`config.mk`:
```
export PLATFORM = sky130hd
export DESIGN_NAME = smg_scan_gen
export DESIGN_NICKNAME = d
export VERILOG_FILES = /design/src/rtl/smg_scan_gen.sv
export SDC_FILE = /design/constraint.sdc
export NUM_CORES = 1
export LEC_CHECK = 0
export CORE_AREA = 2 2 58 49
export CTS_CLUSTER_SIZE = 16
export DETAILED_ROUTE_END_ITERATION = 10
export DIE_AREA = 0 0 60 51
export PLACE_DENSITY_LB_ADDON = 0.08
export SYNTH_ARGS = -nofsm -noshare
export SYNTH_HDL_FRONTEND = slang
export SYNTH_SLANG_ARGS = --single-unit
export TNS_END_PERCENT = 20
```
`constraint.sdc`:
```
create_clock -name CLK -period 3.06 [get_ports CLK]
set_input_delay 0.612 -clock CLK [delete_from_list [all_inputs] [get_ports CLK]]
set_output_delay 0.612 -clock CLK [all_outputs]
set_load 0.01 [all_outputs]
```
`src/rtl/smg_scan_gen.sv`:
```
// smg_scan_gen: digit-strobe generator for multiplexed 7-segment displays.
// Each enabled digit gets a slot of DIV system-clock cycles. The first BLANK
// cycles of a slot keep all strobes inactive so the segment data can settle
// without ghosting. After that, the one-hot strobe for Digit_Idx is driven.
// Digits cleared in Digit_Mask are skipped. The mask is sampled only at slot
// boundaries and when the scan starts from IDLE.
module smg_scan_gen #(
    parameter int DIGITS     = 4,
    parameter int IDX_W      = (DIGITS > 1) ? $clog2(DIGITS) : 1,
    parameter int DIV        = 50000,
    parameter int BLANK      = 1000,
    parameter bit ACTIVE_LOW = 1'b0
) (
    input  logic              CLK,
    input  logic              RST,
    input  logic              En,
    input  logic [DIGITS-1:0] Digit_Mask,
    output logic [DIGITS-1:0] Scan_Sig,
    output logic [IDX_W-1:0]  Digit_Idx,
    output logic              Seg_Load,
    output logic              Frame_Done
);

    localparam int                CNT_W      = $clog2(DIV);
    localparam logic [CNT_W-1:0]  CNT_LAST   = CNT_W'(DIV - 1);
    localparam logic [CNT_W-1:0]  BLANK_LAST = CNT_W'((BLANK > 0) ? BLANK - 1 : 0);
    localparam logic [DIGITS-1:0] INACTIVE   = {DIGITS{ACTIVE_LOW}};

    typedef enum logic [1:0] {IDLE, BLANKING, ON} state_t;

    // A slot with no blanking interval begins directly in ON.
    localparam state_t SLOT_START = (BLANK > 0) ? BLANKING : ON;

    state_t             state, state_nx;
    logic [CNT_W-1:0]   cnt, cnt_nx;
    logic [IDX_W-1:0]   idx, idx_nx;
    logic [IDX_W-1:0]   lowest_idx, above_idx;
    logic               any_enabled, above_found;
    logic [DIGITS-1:0]  strobe_nx, scan_nx;

    assign Digit_Idx   = idx;
    assign any_enabled = |Digit_Mask;

    // Find the lowest enabled digit, and the next enabled digit above the current one.
    always_comb begin
        // NOTE: every variable gets a default before the loop, so no path leaves it unassigned and no latch is inferred.
        lowest_idx  = '0;
        above_idx   = '0;
        above_found = 1'b0;
        // The scan runs downward, so the lowest matching index is written last and wins.
        for (int k = DIGITS - 1; k >= 0; k--) begin
            if (Digit_Mask[k]) begin
                lowest_idx = IDX_W'(k);
                if (k > int'(idx)) begin
                    above_idx   = IDX_W'(k);
                    above_found = 1'b1;
                end
            end
        end
    end

    // State register. Scan_Sig is also registered here so that the strobe is glitch-free.
    always_ff @(posedge CLK) begin
        if (RST) begin
            // NOTE: sequential state uses non-blocking assignments so that every register samples its pre-edge value.
            state    <= IDLE;
            cnt      <= '0;
            idx      <= '0;
            Scan_Sig <= INACTIVE;
        end else begin
            state    <= state_nx;
            cnt      <= cnt_nx;
            idx      <= idx_nx;
            Scan_Sig <= scan_nx;
        end
    end

    // Next-state logic: slot counting, digit stepping and abort on En low or on an empty mask.
    always_comb begin
        state_nx = state;
        cnt_nx   = cnt;
        idx_nx   = idx;
        if (!En) begin
            state_nx = IDLE;
            cnt_nx   = '0;
        end else begin
            case (state)
                IDLE: begin
                    if (any_enabled) begin
                        state_nx = SLOT_START;
                        cnt_nx   = '0;
                        idx_nx   = lowest_idx;
                    end
                end
                BLANKING: begin
                    cnt_nx = cnt + 1'b1;
                    if (cnt == BLANK_LAST) state_nx = ON;
                end
                ON: begin
                    if (cnt == CNT_LAST) begin
                        cnt_nx = '0;
                        if (any_enabled) begin
                            idx_nx   = above_found ? above_idx : lowest_idx;
                            state_nx = SLOT_START;
                        end else begin
                            // The digit index is kept so that it still names the last digit shown.
                            state_nx = IDLE;
                        end
                    end else begin
                        cnt_nx = cnt + 1'b1;
                    end
                end
                default: state_nx = IDLE;
            endcase
        end
    end

    // Output logic: the next strobe pattern, the slot-start pulse and the end-of-frame pulse.
    always_comb begin
        // Index k drives bit DIGITS-1-k, so index 0 is the leftmost digit.
        strobe_nx = '0;
        for (int k = 0; k < DIGITS; k++) begin
            strobe_nx[DIGITS-1-k] = (idx_nx == IDX_W'(k));
        end
        scan_nx    = (state_nx == ON) ? (strobe_nx ^ INACTIVE) : INACTIVE;
        Seg_Load   = (state != IDLE) && (cnt == '0);
        // The frame ends when the step past this digit wraps round. That also covers a single enabled digit.
        Frame_Done = (state == ON) && (cnt == CNT_LAST) && En && !RST
                     && any_enabled && !above_found;
    end

endmodule

```
* Yosys cells after proc, flatten, opt, wreduce, memory -nomap -nowiden
Index checks and enable logic that the tools add are counted.
Storage, ports and cells: register bits after elaboration 24, logic and storage cells 67, output and inout bits 8, bits of input ports 7
Operators by class: equal/unequal tests 9, add/sub/neg operators 1, bitwise gates (word level) 2, reduce and logical (&&, ||, !) cells 17, muxes and demuxes 31, magnitude comparators 3
Operator list (number):
- $pmux W16 S3 | 1
- $mux W2 | 19
- $mux W16 | 2
- $add A16 B1 Y16 const B | 1
- $eq A16 B10 Y1 const B | 1
- $eq A16 B16 Y1 const B | 1
- $logic_not A16 Y1 | 1
- $eq A2 B2 Y1 const B | 4
- $mux W1 | 7
- $logic_and A1 B1 Y1 | 6
- $pmux W2 S3 | 1
- $eq A2 B1 Y1 const B | 2
- $gt A2 B2 Y1 const A | 2
- $logic_not A2 Y1 | 2
- $pmux W2 S2 | 1
- $reduce_or A2 Y1 | 2
- $reduce_or A4 Y1 | 1
- $reduce_bool A3 Y1 | 1
- $gt A1 B2 Y1 const A | 1
- $logic_not A1 Y1 | 2
- $ne A2 B2 Y1 const B | 1
- $not A1 Y1 | 2
- $reduce_and A2 Y1 | 1
- $reduce_bool A2 Y1 | 1

* Depth between registers and ports, before layout
word-level depth 13, depth in mapped cells 9, mapped depth without buffers 8

* Least setup slack after synthesis
OpenSTA, ideal clock, no wires.
path kind register -> output, start point register cnt[0], end point output Frame_Done, path buffers 1, arrival time 1.573 ns, path slack 0.875 ns, required time 2.448 ns, stages on the path, launching flop included 7, path through dfxtp_1 -> ha_1 -> and4_1 -> and4_1 -> buf_6 -> nand2_1 -> nor4b_1
On the way: cells in the longest elaborated chain, start to end 6
Ends and longest elaborated chain:
- from (decl) | line 35 | logic [CNT_W-1:0] cnt, cnt_nx;
- from (signal assigned) | line 72 | cnt <= cnt_nx;
- $eq A16 B16 Y1 | line 128 | Frame_Done = (state == ON) && (cnt == CNT_LAST) && En && !RST
- $logic_and A1 B1 Y1 (3 in a row) | line 128
- $logic_and A1 B1 Y1 (2 in a row) | line 129 | && any_enabled && !above_found;
- to (decl) | line 21 | output logic Frame_Done
No other way between the ends.

* Worst setup path after layout
start point register state[0], end point output Seg_Load
On the way: cells in the longest elaborated chain, start to end 2
Ends and longest elaborated chain:
- from (decl) | line 34 | state_t state, state_nx;
- from (signal assigned) | line 71 | state <= state_nx;
- $reduce_bool A2 Y1 | line 126 | Seg_Load = (state != IDLE) && (cnt == '0);
- $logic_and A1 B1 Y1 | line 126
- to (decl) | line 20 | output logic Seg_Load,
No other way between the ends.

==> key figures <==
Outcome
  – Outcome: complete, no violations

STA
  – TNS Setup: 0 ns
  – Worst Max-Slew Pin Slew: approximately 0.41 ns
  – RSZ-0062 raised after global routing: false
  – Final Hold Fails: 0
  – Final Setup Violations: 0
  – Final worst-path cycle share: 0.925
  – Period minus WS final: between 2 and 3 ns
  – Final-report max-slew violation count: 0
  – Layout Skew: 0.00717 ns
  – Fmax: 353 MHz
  – Slew Limit Headroom: 0.723

Clock network
  – CTS Buf Count: 3
  – CTS tree: done
  – Setup Fix Bufs, Post-CTS: 0
  – Reg clk slew, reported paths: 0.13 ns
  – Clk_lat worst skew: 0.32 ns
  – CTS sink count: 24
  – CTS H-tree lvls: 1
  – Max Root-Sink Buffers: 2
  – Clock Tree Root: clkbuf_4

Critical path
  – Setup Crit Path Kind: reg2out
  – Startpoint types: flop
  – FF-to-FF Start: state[0]
  – Critical path's slowest cell: clkdlybuf4s50_1
  – Crit path cell chain: inv_1 -> ha_1 -> nor4b_1 -> and3_1 -> clkdlybuf4s50_1
  – Critical path arrival: 2.22 ns
  – Crit-path max cell delay: 0.53 ns
  – CP startpoint: state[0]
  – WP data required: ~2.5 ns
  – Crit Path Max Fanout: 9
  – CP endpoint kind: primary output

Floorplanning
  – Core area: 2570 um2
  – Rows: 17
  – IO Count: 15
  – Die width: about 60 um
  – Die ar.: 3060 um2
  – Starting Density: 0.561
  – Die H: 51 um

Placed design
  – GP Congestion: a little over 0.9
  – DP Wirelength: 2230 um
  – Buffers on Ports: 14

Global route
  – GRT Total Usage: 0.216
  – Global-route wire length before repair: 4930 um
  – Antenna violations before repair: 0
  – Vias in the first global route: 1072
  – Largest net degree at the start of global routing: 17
  – GRT overflow: 0

Routing
  – DRT iter0 DRCs: 56
  – DRT antenna net count: 0
  – Via Count: approximately 1200
  – Final Routed Wirelength: about 2900 um
  – Via density: about 5.5
  – Detailed-route DRC error count: 0
  – TritonRoute pass-1 iters: 4
  – Wirelength per Cell: roughly 13 um

Logic synthesis
  – Syn Nets: 180
  – Post-synthesis cell type count: 47
  – Post-synthesis cell area: 1440 um2
  – Syn Area/Cell: ~8.7 um2
  – Post-Synthesis Cells: 166
  – Asr flop ratio synth: 0
  – Sequential area share after synthesis: 0.333
  – Post-synth EDFFs: 0
  – Post-synth top flop: dfxtp_1
  – Seq cells post-synth: 24
  – Synth Warn #: 0

Cells and area
  – N_diodes: 0
  – Most frequent cells in the layout: dfxtp_1 (23), nor2_1 (23), clkdlybuf4s50_1 (13)
  – Fraction of layout cells with a size suffix above 1: 0.141
  – Area grow syn2layout: 17.3%
  – Net count, final: 199

Power
  – P per Cell Area: 356 nW/um2
  – P_leak: 0.000586 uW
  – Power, Total: 602 uW
  – Worst vdd ir: 0.000259 V

Min path
  – Worst hold path type: reg2reg
  – Worst Min Path Start: cnt[0]

Flow run
  – Max_cap viols: 0
## final cells by class
| class | count | area [um2] |
|---|---|---|
| multi-input combinational | 131 | 907 |
| fill | 228 | 882 |
| sequential | 24 | 482 |
| timing repair buffer | 19 | 180 |
| tap | 38 | 47.5 |
| clock inverter | 1 | 30.0 |
| clock buffer | 3 | 22.5 |
| inverter | 6 | 22.5 |
## kinds of logic (layout without fill, tap and decap cells)
kind of cell | Yosys count | in the layout | synth area share
simple gates | 79 | 79 | 0.317
buf+inv | 11 | 29 | 0.0399
mux | 1 | 1 | 0.00694
fa+ha+maj | 7 | 7 | 0.0607
flops | 24 | 24 | 0.333
compound gates | 30 | 30 | 0.157
xor+xnor | 14 | 14 | 0.0850
## metrics by stage
step | cell area, um2 | hold slack, ns | worst slack (ns) | utilization | std cells
3_5_place_dp | 1630 | 0.534 | 0.130 | 0.634 | 218
2_1_floorplan | 1440 | 0.494 | 0.875 | - | 166
6_report | 1690 | 0.556 | 0.230 | 0.657 | 222
5_1_grt | 1690 | 0.601 | 0.0515 | 0.657 | 222
4_1_cts | 1690 | 0.566 | 0.00901 | 0.656 | 222
3_3_place_gp | 1630 | 0.515 | 0.150 | 0.634 | 218
## routing by layer
layer	track usage	vias to the layer above	share of wire
met5	0	-	0
met1	0.310	574	0.52
li1	-	626	-
met3	0.0633	2	0.043
met2	0.308	26	0.43
met4	0.0704	0	0.0055
## worst max-delay path: cells and delay by family, from the launching register on
family / cells / cell delay [ns]
buffers and inverters: 2 / 0.65
AND/OR/NAND/NOR: 2 / 0.47
flip-flops: 1 / 0.44
adder cells (fa/ha/maj): 1 / 0.34
## power breakdown
group          total, uW  internal (uW)  leakage [uW]  switching (uW)
sequential           317            314      0.000194            2.89
clock                226            132     0.0000279            93.4
combinational       58.6           28.8      0.000364            29.8
total                602            476      0.000586             126
## timing repair
item                       4_1_cts  5_1_grt
hold buffers                     0        0
setup endpoints to repair        1        1
resized for setup                2        2
pin swaps                        0        0
## path summary, 6_finish.rpt
kind	depth (start not counted)	endpoint	slack [ns]
max reg2reg	6	cnt[7]	0.82
min	2	cnt[0]	0.56
min reg2reg	2	cnt[0]	0.56
max	5	Seg_Load	0.23
## state kept, by name, indices dropped and copies added (netlist names)
| signal | flops |
|---|---|
| cnt | 16 |
| Scan_Sig | 4 |
| Digit_Idx | 2 |
| state | 2 |
## synth_stat cells (2+ instances only)
cell | number | area (um2)
dfxtp_1 | 24 | 480
nor2_1 | 23 | 86.3
nand2_1 | 10 | 37.5
a21oi_1 | 9 | 45.0
nand3_1 | 9 | 45.0
xor2_1 | 8 | 70.1
ha_1 | 7 | 87.6
inv_1 | 6 | 22.5
nand2b_1 | 6 | 37.5
xnor2_1 | 6 | 52.6
and3_1 | 5 | 31.3
nor3_1 | 5 | 25.0
and4_1 | 3 | 26.3
a21boi_0 | 2 | 15.0
a21o_1 | 2 | 15.0
a221oi_2 | 2 | 30.0
a41oi_1 | 2 | 17.5
and2_1 | 2 | 12.5
buf_6 | 2 | 22.5
clkbuf_1 | 2 | 7.51
nor3b_2 | 2 | 25.0
nor4_1 | 2 | 12.5
nor4b_1 | 2 | 17.5
o21ai_0 | 2 | 10.0
Note: power is estimated with default switching activity, not from simulation.
